===== src/rtl/rf_write_port_ctrl.sv =====
// Register-file write-port arbiter: the pipeline writeback has priority, and MDU results
// wait in a small FIFO with a squash rule, a starvation guard and a lookup path.
module rf_write_port_ctrl #(
  parameter int DEPTH    = 4,
  parameter int MAX_WAIT = 8,
  parameter int DATA_W   = 32,
  parameter int ADDR_W   = 5
) (
  input  logic                     clk,
  input  logic                     rst,
  input  logic                     pipe_we,
  input  logic [ADDR_W-1:0]        pipe_rd,
  input  logic [DATA_W-1:0]        pipe_data,
  output logic                     pipe_stall,
  input  logic                     mdu_valid,
  output logic                     mdu_ready,
  input  logic [ADDR_W-1:0]        mdu_rd,
  input  logic [DATA_W-1:0]        mdu_data,
  output logic                     rf_we,
  output logic [ADDR_W-1:0]        rf_waddr,
  output logic [DATA_W-1:0]        rf_wdata,
  input  logic [ADDR_W-1:0]        lk_addr,
  output logic                     lk_hit,
  output logic [DATA_W-1:0]        lk_data,
  output logic [$clog2(DEPTH):0]   pending_cnt
);
  localparam int PW = $clog2(DEPTH);
  localparam int CW = PW + 1;
  localparam int AW = $clog2(MAX_WAIT + 1);

  logic [DEPTH-1:0][ADDR_W-1:0] rd_q;
  logic [DEPTH-1:0][DATA_W-1:0] data_q;
  logic [DEPTH-1:0]             live_q;
  logic [PW-1:0]                wptr_q, rptr_q;
  logic [CW-1:0]                cnt_q;
  logic [AW-1:0]                age_q, age_d;
  logic                         rf_we_q;
  logic [ADDR_W-1:0]            rf_waddr_q;
  logic [DATA_W-1:0]            rf_wdata_q;

  logic empty, full, pipe_wr, push, pop, push_live;

  assign empty      = (cnt_q == '0);
  assign full       = (cnt_q == CW'(DEPTH));
  assign mdu_ready  = !full;
  assign pipe_stall = (int'(age_q) >= MAX_WAIT);
  assign pipe_wr    = pipe_we && !pipe_stall && (pipe_rd != '0);
  assign push       = mdu_valid && !full;
  assign pop        = !empty && !pipe_wr;
  // An MDU entry accepted alongside a same-rd pipeline write is older than it: born dead.
  assign push_live  = (mdu_rd != '0) && !(pipe_wr && (mdu_rd == pipe_rd));
  assign age_d      = (empty || pop) ? '0 : age_q + AW'(1);

  assign rf_we       = rf_we_q;
  assign rf_waddr    = rf_waddr_q;
  assign rf_wdata    = rf_wdata_q;
  assign pending_cnt = cnt_q;

  always_ff @(posedge clk or posedge rst) begin
    if (rst) begin
      rd_q       <= '0;
      data_q     <= '0;
      live_q     <= '0;
      wptr_q     <= '0;
      rptr_q     <= '0;
      cnt_q      <= '0;
      age_q      <= '0;
      rf_we_q    <= 1'b0;
      rf_waddr_q <= '0;
      rf_wdata_q <= '0;
    end else begin
      for (int i = 0; i < DEPTH; i++)
        if (pipe_wr && (rd_q[i] == pipe_rd)) live_q[i] <= 1'b0;
      if (push) begin
        rd_q[wptr_q]   <= mdu_rd;
        data_q[wptr_q] <= mdu_data;
        live_q[wptr_q] <= push_live;
        wptr_q         <= wptr_q + PW'(1);
      end
      if (pop) rptr_q <= rptr_q + PW'(1);
      cnt_q <= cnt_q + CW'(push) - CW'(pop);
      age_q <= age_d;

      rf_we_q <= 1'b0;
      if (pipe_wr) begin
        rf_we_q    <= 1'b1;
        rf_waddr_q <= pipe_rd;
        rf_wdata_q <= pipe_data;
      end else if (pop && live_q[rptr_q]) begin
        rf_we_q    <= 1'b1;
        rf_waddr_q <= rd_q[rptr_q];
        rf_wdata_q <= data_q[rptr_q];
      end
    end
  end

  // Walk oldest to youngest so the last match is the youngest live entry.
  always_comb begin
    logic [PW-1:0] idx;
    idx     = '0;
    lk_hit  = 1'b0;
    lk_data = '0;
    for (int k = 0; k < DEPTH; k++) begin
      idx = rptr_q + PW'(k);
      if ((CW'(k) < cnt_q) && live_q[idx] && (rd_q[idx] == lk_addr) && (lk_addr != '0)) begin
        lk_hit  = 1'b1;
        lk_data = data_q[idx];
      end
    end
  end
endmodule


===== config.mk =====
export PLATFORM = sky130hd
export DESIGN_NAME = rf_write_port_ctrl
export DESIGN_NICKNAME = d
export VERILOG_FILES = /design/src/rtl/rf_write_port_ctrl.sv
export SDC_FILE = /design/constraint.sdc
export NUM_CORES = 1
export LEC_CHECK = 0
export CORE_MARGIN = 1.5
export CORE_UTILIZATION = 50
export CTS_CLUSTER_SIZE = 30
export DETAILED_ROUTE_END_ITERATION = 16
export PLACE_DENSITY = 0.84
export SYNTH_ARGS = -nofsm -noshare
export SYNTH_HDL_FRONTEND = slang
export SYNTH_SLANG_ARGS = --single-unit

===== constraint.sdc =====
create_clock -name clk -period 8.85 [get_ports clk]
set_input_delay 1.77 -clock clk [delete_from_list [all_inputs] [get_ports clk]]
set_output_delay 1.77 -clock clk [all_outputs]
set_load 0.02 [all_outputs]

## Word-level counts from Yosys, hierarchy flattened

Cells that the tools add are included.

- Bits in registers: 201
- Input port bits: 83
- Output and inout port bits: 76

- Add/subtract/negate cells: 7
- Order comparisons: 11
- Eq/ne operators: 10
- Mux-type cells: 53
- Reductions and logical operators: 35

Operators by type and width:

| operator | count |
|---|---|
| 2-to-1 mux 32 bit | 11 |
| binary-select mux 32 bit (select 2 bit) | 4 |
| bitwise mux 128 bit | 1 |
| demux 32 bit (select 2 bit) | 1 |
| equality test 5 bit | 9 |
| binary-select mux 5 bit (select 2 bit) | 4 |
| 2-to-1 mux 5 bit | 7 |
| logical AND 1 bit | 24 |
| bitwise mux 20 bit | 1 |
| < comparator 2 x 3 -> 1 bit (second input constant) | 5 |
| 2-to-1 mux 1 bit | 15 |
| nonzero test 5 bit | 3 |
| demux 5 bit (select 2 bit) | 1 |
| binary-select mux 1 bit (select 2 bit) | 4 |
| 2-to-1 mux 4 bit | 2 |
| < comparator 1 x 3 -> 1 bit (first input constant) | 2 |
| < comparator 2 x 3 -> 1 bit (first input constant) | 2 |
| zero test 1 bit | 5 |
| adder 2 x 1 -> 2 bit (second input constant) | 2 |
| adder 2 bit (second input constant) | 2 |
| adder 4 x 1 -> 4 bit (second input constant) | 1 |
| bitwise mux 4 bit | 1 |
| >= comparator 4 bit (second input constant) | 1 |
| adder 3 x 1 -> 3 bit | 1 |
| other kinds (7) | 7 |

## Logic depth before layout (Yosys ltp)

- Depth in word-level cells: 9
- Gate-level depth with buffers: 11
- Mapped depth without buffers: 8

## Least setup slack after synthesis

OpenSTA, ideal clock, no wires.

- Kind: input -> output
- From: in lk_addr[1]
- To: out lk_data[29]
- Arrival: 3,941 ps
- Required time: 7,080 ps
- Slack: 3,139 ps
- Cell stages on the path: 8
- Buffers on the path: 2
- Path through: clkbuf_1 > or4_1 > o21ai_2 > a2111oi_4 > nand2_1 > o211ai_1 > buf_4 > o32ai_1

- Cells in the longest elaborated chain, start to end: 7
- Elaborated cells between the ends (all ways): 17

RTL lines:

| element | RTL line | RTL |
|---|---|---|
| from (decl) | 22 | `input logic [ADDR_W-1:0] lk_addr,` |
| equality test 5 bit | 105 | `if ((CW'(k) < cnt_q) && live_q[idx] && (rd_q[idx] == lk_addr) && (lk_addr != '0)) begin` |
| logical AND 1 bit (2 in a row) | 105 |  |
| 2-to-1 mux 32 bit (3 in a row) | 105 |  |
| 2-to-1 mux 32 bit (*) | 105 |  |
| to (decl) | 24 | `output logic [DATA_W-1:0] lk_data,` |

Every way passes the cells marked *; elsewhere a longest branch is shown, timed or not.

## Worst setup path after layout

- From: in lk_addr[3]
- To: out lk_data[29]

Same word-level chain as after synthesis.

==> impl_metrics.env <==
export IMPL_run_status="finished, final reports clean"
export IMPL_yosysWarningCount=0
export IMPL_die_height_um=165.1
export IMPL_drt_pass1_iter_count=5
export IMPL_timing_hold_ws_ps=492.8
export IMPL_post_drt_wl_per_cell_um=19.61
export IMPL_grt_overflow_total=0
export IMPL_timing_max_cap_violations=0
export IMPL_via_per_instance_ratio=6.060
export IMPL_io_buffers=158
export IMPL_post_synth_top_area_cell="sky130_fd_sc_hd__dfrtp_1"
export IMPL_cts_hold_buffers_added=0
export IMPL_synth_lib_cells_used_distinct=47
export IMPL_netlist_area_mm2=0.01314
export IMPL_ff_latch_area_mm2=0.005037
export IMPL_regToRegEndpoint="rf_wdata[22]$_DFFE_PP0P_"
export IMPL_iteration_0_drc_markers=669
export IMPL_finalSetupTns_ps=0
export IMPL_placed_area_mm2=0.01475
export IMPL_combinationalPowerShare=0.561
export IMPL_totalWireLength_mm=31.85
export IMPL_power_clock_fraction=0.157
export IMPL_p_leak_uw=0.006366
export IMPL_vias=9842
export IMPL_final_layout_size_suffix_gt1_frac=0.2157
export IMPL_share_of_the_synthesized_area_in_the_top_cell_type=0.3828
export IMPL_seq_pwr_share=0.282
export IMPL_tritoncts_num_sinks=201
export IMPL_worstHoldStart="age_q[0]$_DFF_PP0_"
export IMPL_antenna_found_initial=1
export IMPL_cts_repair_resize_count=0
export IMPL_grt_first_pass_wirelength_mm=52.04
export IMPL_area_delta_synth_final_pct=18.50
export IMPL_finalMaxSlewViolations=0
export IMPL_filler_cell_count=2051
export IMPL_clk_transition_reported_paths_ps=60
export IMPL_dieWidth_um=165.1
export IMPL_crit_fanout=65
export IMPL_die_area_mm2=0.02726
export IMPL_seq_area_frac_synth=0.3828
export IMPL_synth_cells_most_frequent="sky130_fd_sc_hd__dfrtp_1, sky130_fd_sc_hd__mux2i_1, sky130_fd_sc_hd__nand2_1, sky130_fd_sc_hd__mux2_2, sky130_fd_sc_hd__clkbuf_1"
export IMPL_fmax_mhz=141.1
export IMPL_setup_reg_to_reg_worst_slack_ps=5270
export IMPL_async_reset_ff_frac=1.000
export IMPL_row_count=59
export IMPL_cts_root_buffer_cell="sky130_fd_sc_hd__clkbuf_16"
export IMPL_core_area_mm2=0.02591
export IMPL_synthTopCellsByArea="sky130_fd_sc_hd__dfrtp_1, sky130_fd_sc_hd__mux2i_1, sky130_fd_sc_hd__mux2_2"
export IMPL_cp_arrival_ps=5320
export IMPL_r2r_cells=6
export IMPL_multiInputGateArea_mm2=0.007550
export IMPL_synthesized_flop_and_latch_total=201
export IMPL_total_power_uw=6549
export IMPL_clock_tree_htree_level_count=1
export IMPL_tritoncts="built"
export IMPL_worst_setup_path_end_kind="output pin"
export IMPL_timing_hold_violations_final=0
export IMPL_slew_headroom=0.2492
export IMPL_final_design_area_no_fill_mm2=0.01557
export IMPL_post_route_drc_count=0
export IMPL_min_delay_worst_endpoint="age_q[0]$_DFF_PP0_"
export IMPL_layout_worst_path_cycle_share=0.8007
export IMPL_clk_latency_ps=510
export IMPL_cellInternalPower_uw=3830
export IMPL_synth_edff_count=0
export IMPL_syn_mean_instance_area_um2=11.10
export IMPL_cts_buffers=22
export IMPL_final_setup_skew_ps=9.166
export IMPL_power_density_cell_area_mw_per_mm2=420.6
export IMPL_synthCells=1184
export IMPL_synth_nets=1277
export IMPL_synthFlopType="sky130_fd_sc_hd__dfrtp_1"
export IMPL_grt_start_max_net_pins=129
export IMPL_report_final_setup_viol=0
export IMPL_grt_util_all_layers=0.2410
export IMPL_dp_hpwl_mm=19.96
export IMPL_grt_pass1_vias=10040
export IMPL_crit_reg2reg_launch="rptr_q[1]$_DFFE_PP0P_"
export IMPL_globalplace_congestion=0.8552
export IMPL_vdd_ir_drop_max_v=0.0002538
export IMPL_clock_path_buffers=3
export IMPL_grt_setup_unrepaired="no"
export IMPL_antenna_violating_nets_left=0
export IMPL_crit_path_start_kind="input port"
export IMPL_timing_hold_worst_class="register to register"
export IMPL_switching_fraction_of_total_power=0.4152
export IMPL_period_needed_ps=7086
export IMPL_num_antenna_cells=0
export IMPL_post_cts_buffers=0
export IMPL_worstHoldPathCells=1
export IMPL_start_util=0.5071
export IMPL_fin_nets=1366
export IMPL_crit_required_ps=7080
export IMPL_yosysMostFrequentCell="sky130_fd_sc_hd__dfrtp_1"
export IMPL_path_class="input port to output pin"
export IMPL_netSwitchingPower_uw=2719
export IMPL_worst_slew_pin_transition_ps=1126
export IMPL_top_level_ports=159
==> flip-flops by register name, summed over array words and instances (netlist names) <==
register,flops
rf_wdata,32
wptr_q,2
age_q,4
rf_waddr,5
rptr_q,2
live_q,4
data_q,128
rf_we,1
pending_cnt,3
rd_q,20
==> cells by family (layout without fill, tap and decap cells) <==
logic type / count (synthesis) / count (layout) / synth area share
and+or+nand+nor: 275 / 275 / 0.08990
muxes: 366 / 366 / 0.3124
adders and majority gates: 10 / 10 / 0.01009
AOI/OAI and AO/OA: 160 / 160 / 0.1250
xor gates and xnor gates: 52 / 52 / 0.03466
buffers and inverters: 120 / 225 / 0.04514
DFF: 201 / 201 / 0.3828
==> critical path, cell delays in order <==
cell                              delay [ps]
sky130_fd_sc_hd__clkdlybuf4s50_1         630
sky130_fd_sc_hd__or4_1                   230
sky130_fd_sc_hd__o21ai_2                 110
sky130_fd_sc_hd__nor4_4                  290
sky130_fd_sc_hd__buf_4                   920
sky130_fd_sc_hd__mux2i_1                 210
sky130_fd_sc_hd__o32ai_1                 460
sky130_fd_sc_hd__clkdlybuf4s50_1         680
==> cell type report <==
cell class              count  share of cell area
multi-input cells         863              0.4849
flip-flops and latches    201              0.3235
repair buffers            173              0.1088
clock buffers              28             0.04010
well taps                 335             0.02692
clock inverters            12             0.01230
inverters                  12            0.003455
==> worst max-delay path by stage <==
| stage | cells after the start | start | to | slack (ps) |
|---|---|---|---|---|
| detailed placement | 8 | lk_addr[3] | lk_data[29] | 1750 |
| CTS | 8 | lk_addr[3] | lk_data[29] | 1720 |
| global placement | 8 | lk_addr[3] | lk_data[29] | 1780 |
| global route | 8 | lk_addr[1] | lk_data[29] | 1600 |
| finish | 8 | lk_addr[3] | lk_data[29] | 1760 |
| floorplan | 1 | rst | age_q[0]$_DFF_PP0_ | 1600 |
==> metal layers <==
layer,GRT usage,vias up,wire length [um]
met5,0,-,0
li1,-,4562,-
met2,0.4135,281,15540
met1,0.3176,4951,13780
met4,0.06716,0,607
met3,0.03447,48,1912
==> power groups by stage <==
stage | registers, uW | logic, uW | clock network [uW]
finish | 1850 | 3670 | 1030
global route | 1930 | 3990 | 1080
CTS | 1850 | 3680 | 1040
detailed placement | 1860 | 3660 | 0
global placement | 1820 | 3560 | 0
floorplan | 1800 | 2720 | 0
==> cell usage in the layout (no fill, tap or decap), drive strengths merged, types with 11 or more instances in the layout <==
master	n
dfrtp	201
mux2i	194
nand2	174
clkdlybuf4s50	158
mux2	152
o221a	63
nor2	44
a31oi	36
o32ai	32
nand3	30
xnor2	30
clkbuf	28
xor2	22
mux4	20
buf	15
inv	12
o21ai	11
==> per-stage QoR <==
stage | util | instances | setup slack (ps)
2_1_floorplan | - | 1184 | 1598
3_3_place_gp | 0.5694 | 1584 | 1783
3_5_place_dp | 0.5694 | 1584 | 1748
4_1_cts | 0.6009 | 1624 | 1716
5_1_grt | 0.6009 | 1624 | 1603
6_report | 0.6009 | 1624 | 1764
No activity file was read; power rests on OpenSTA's default activity.
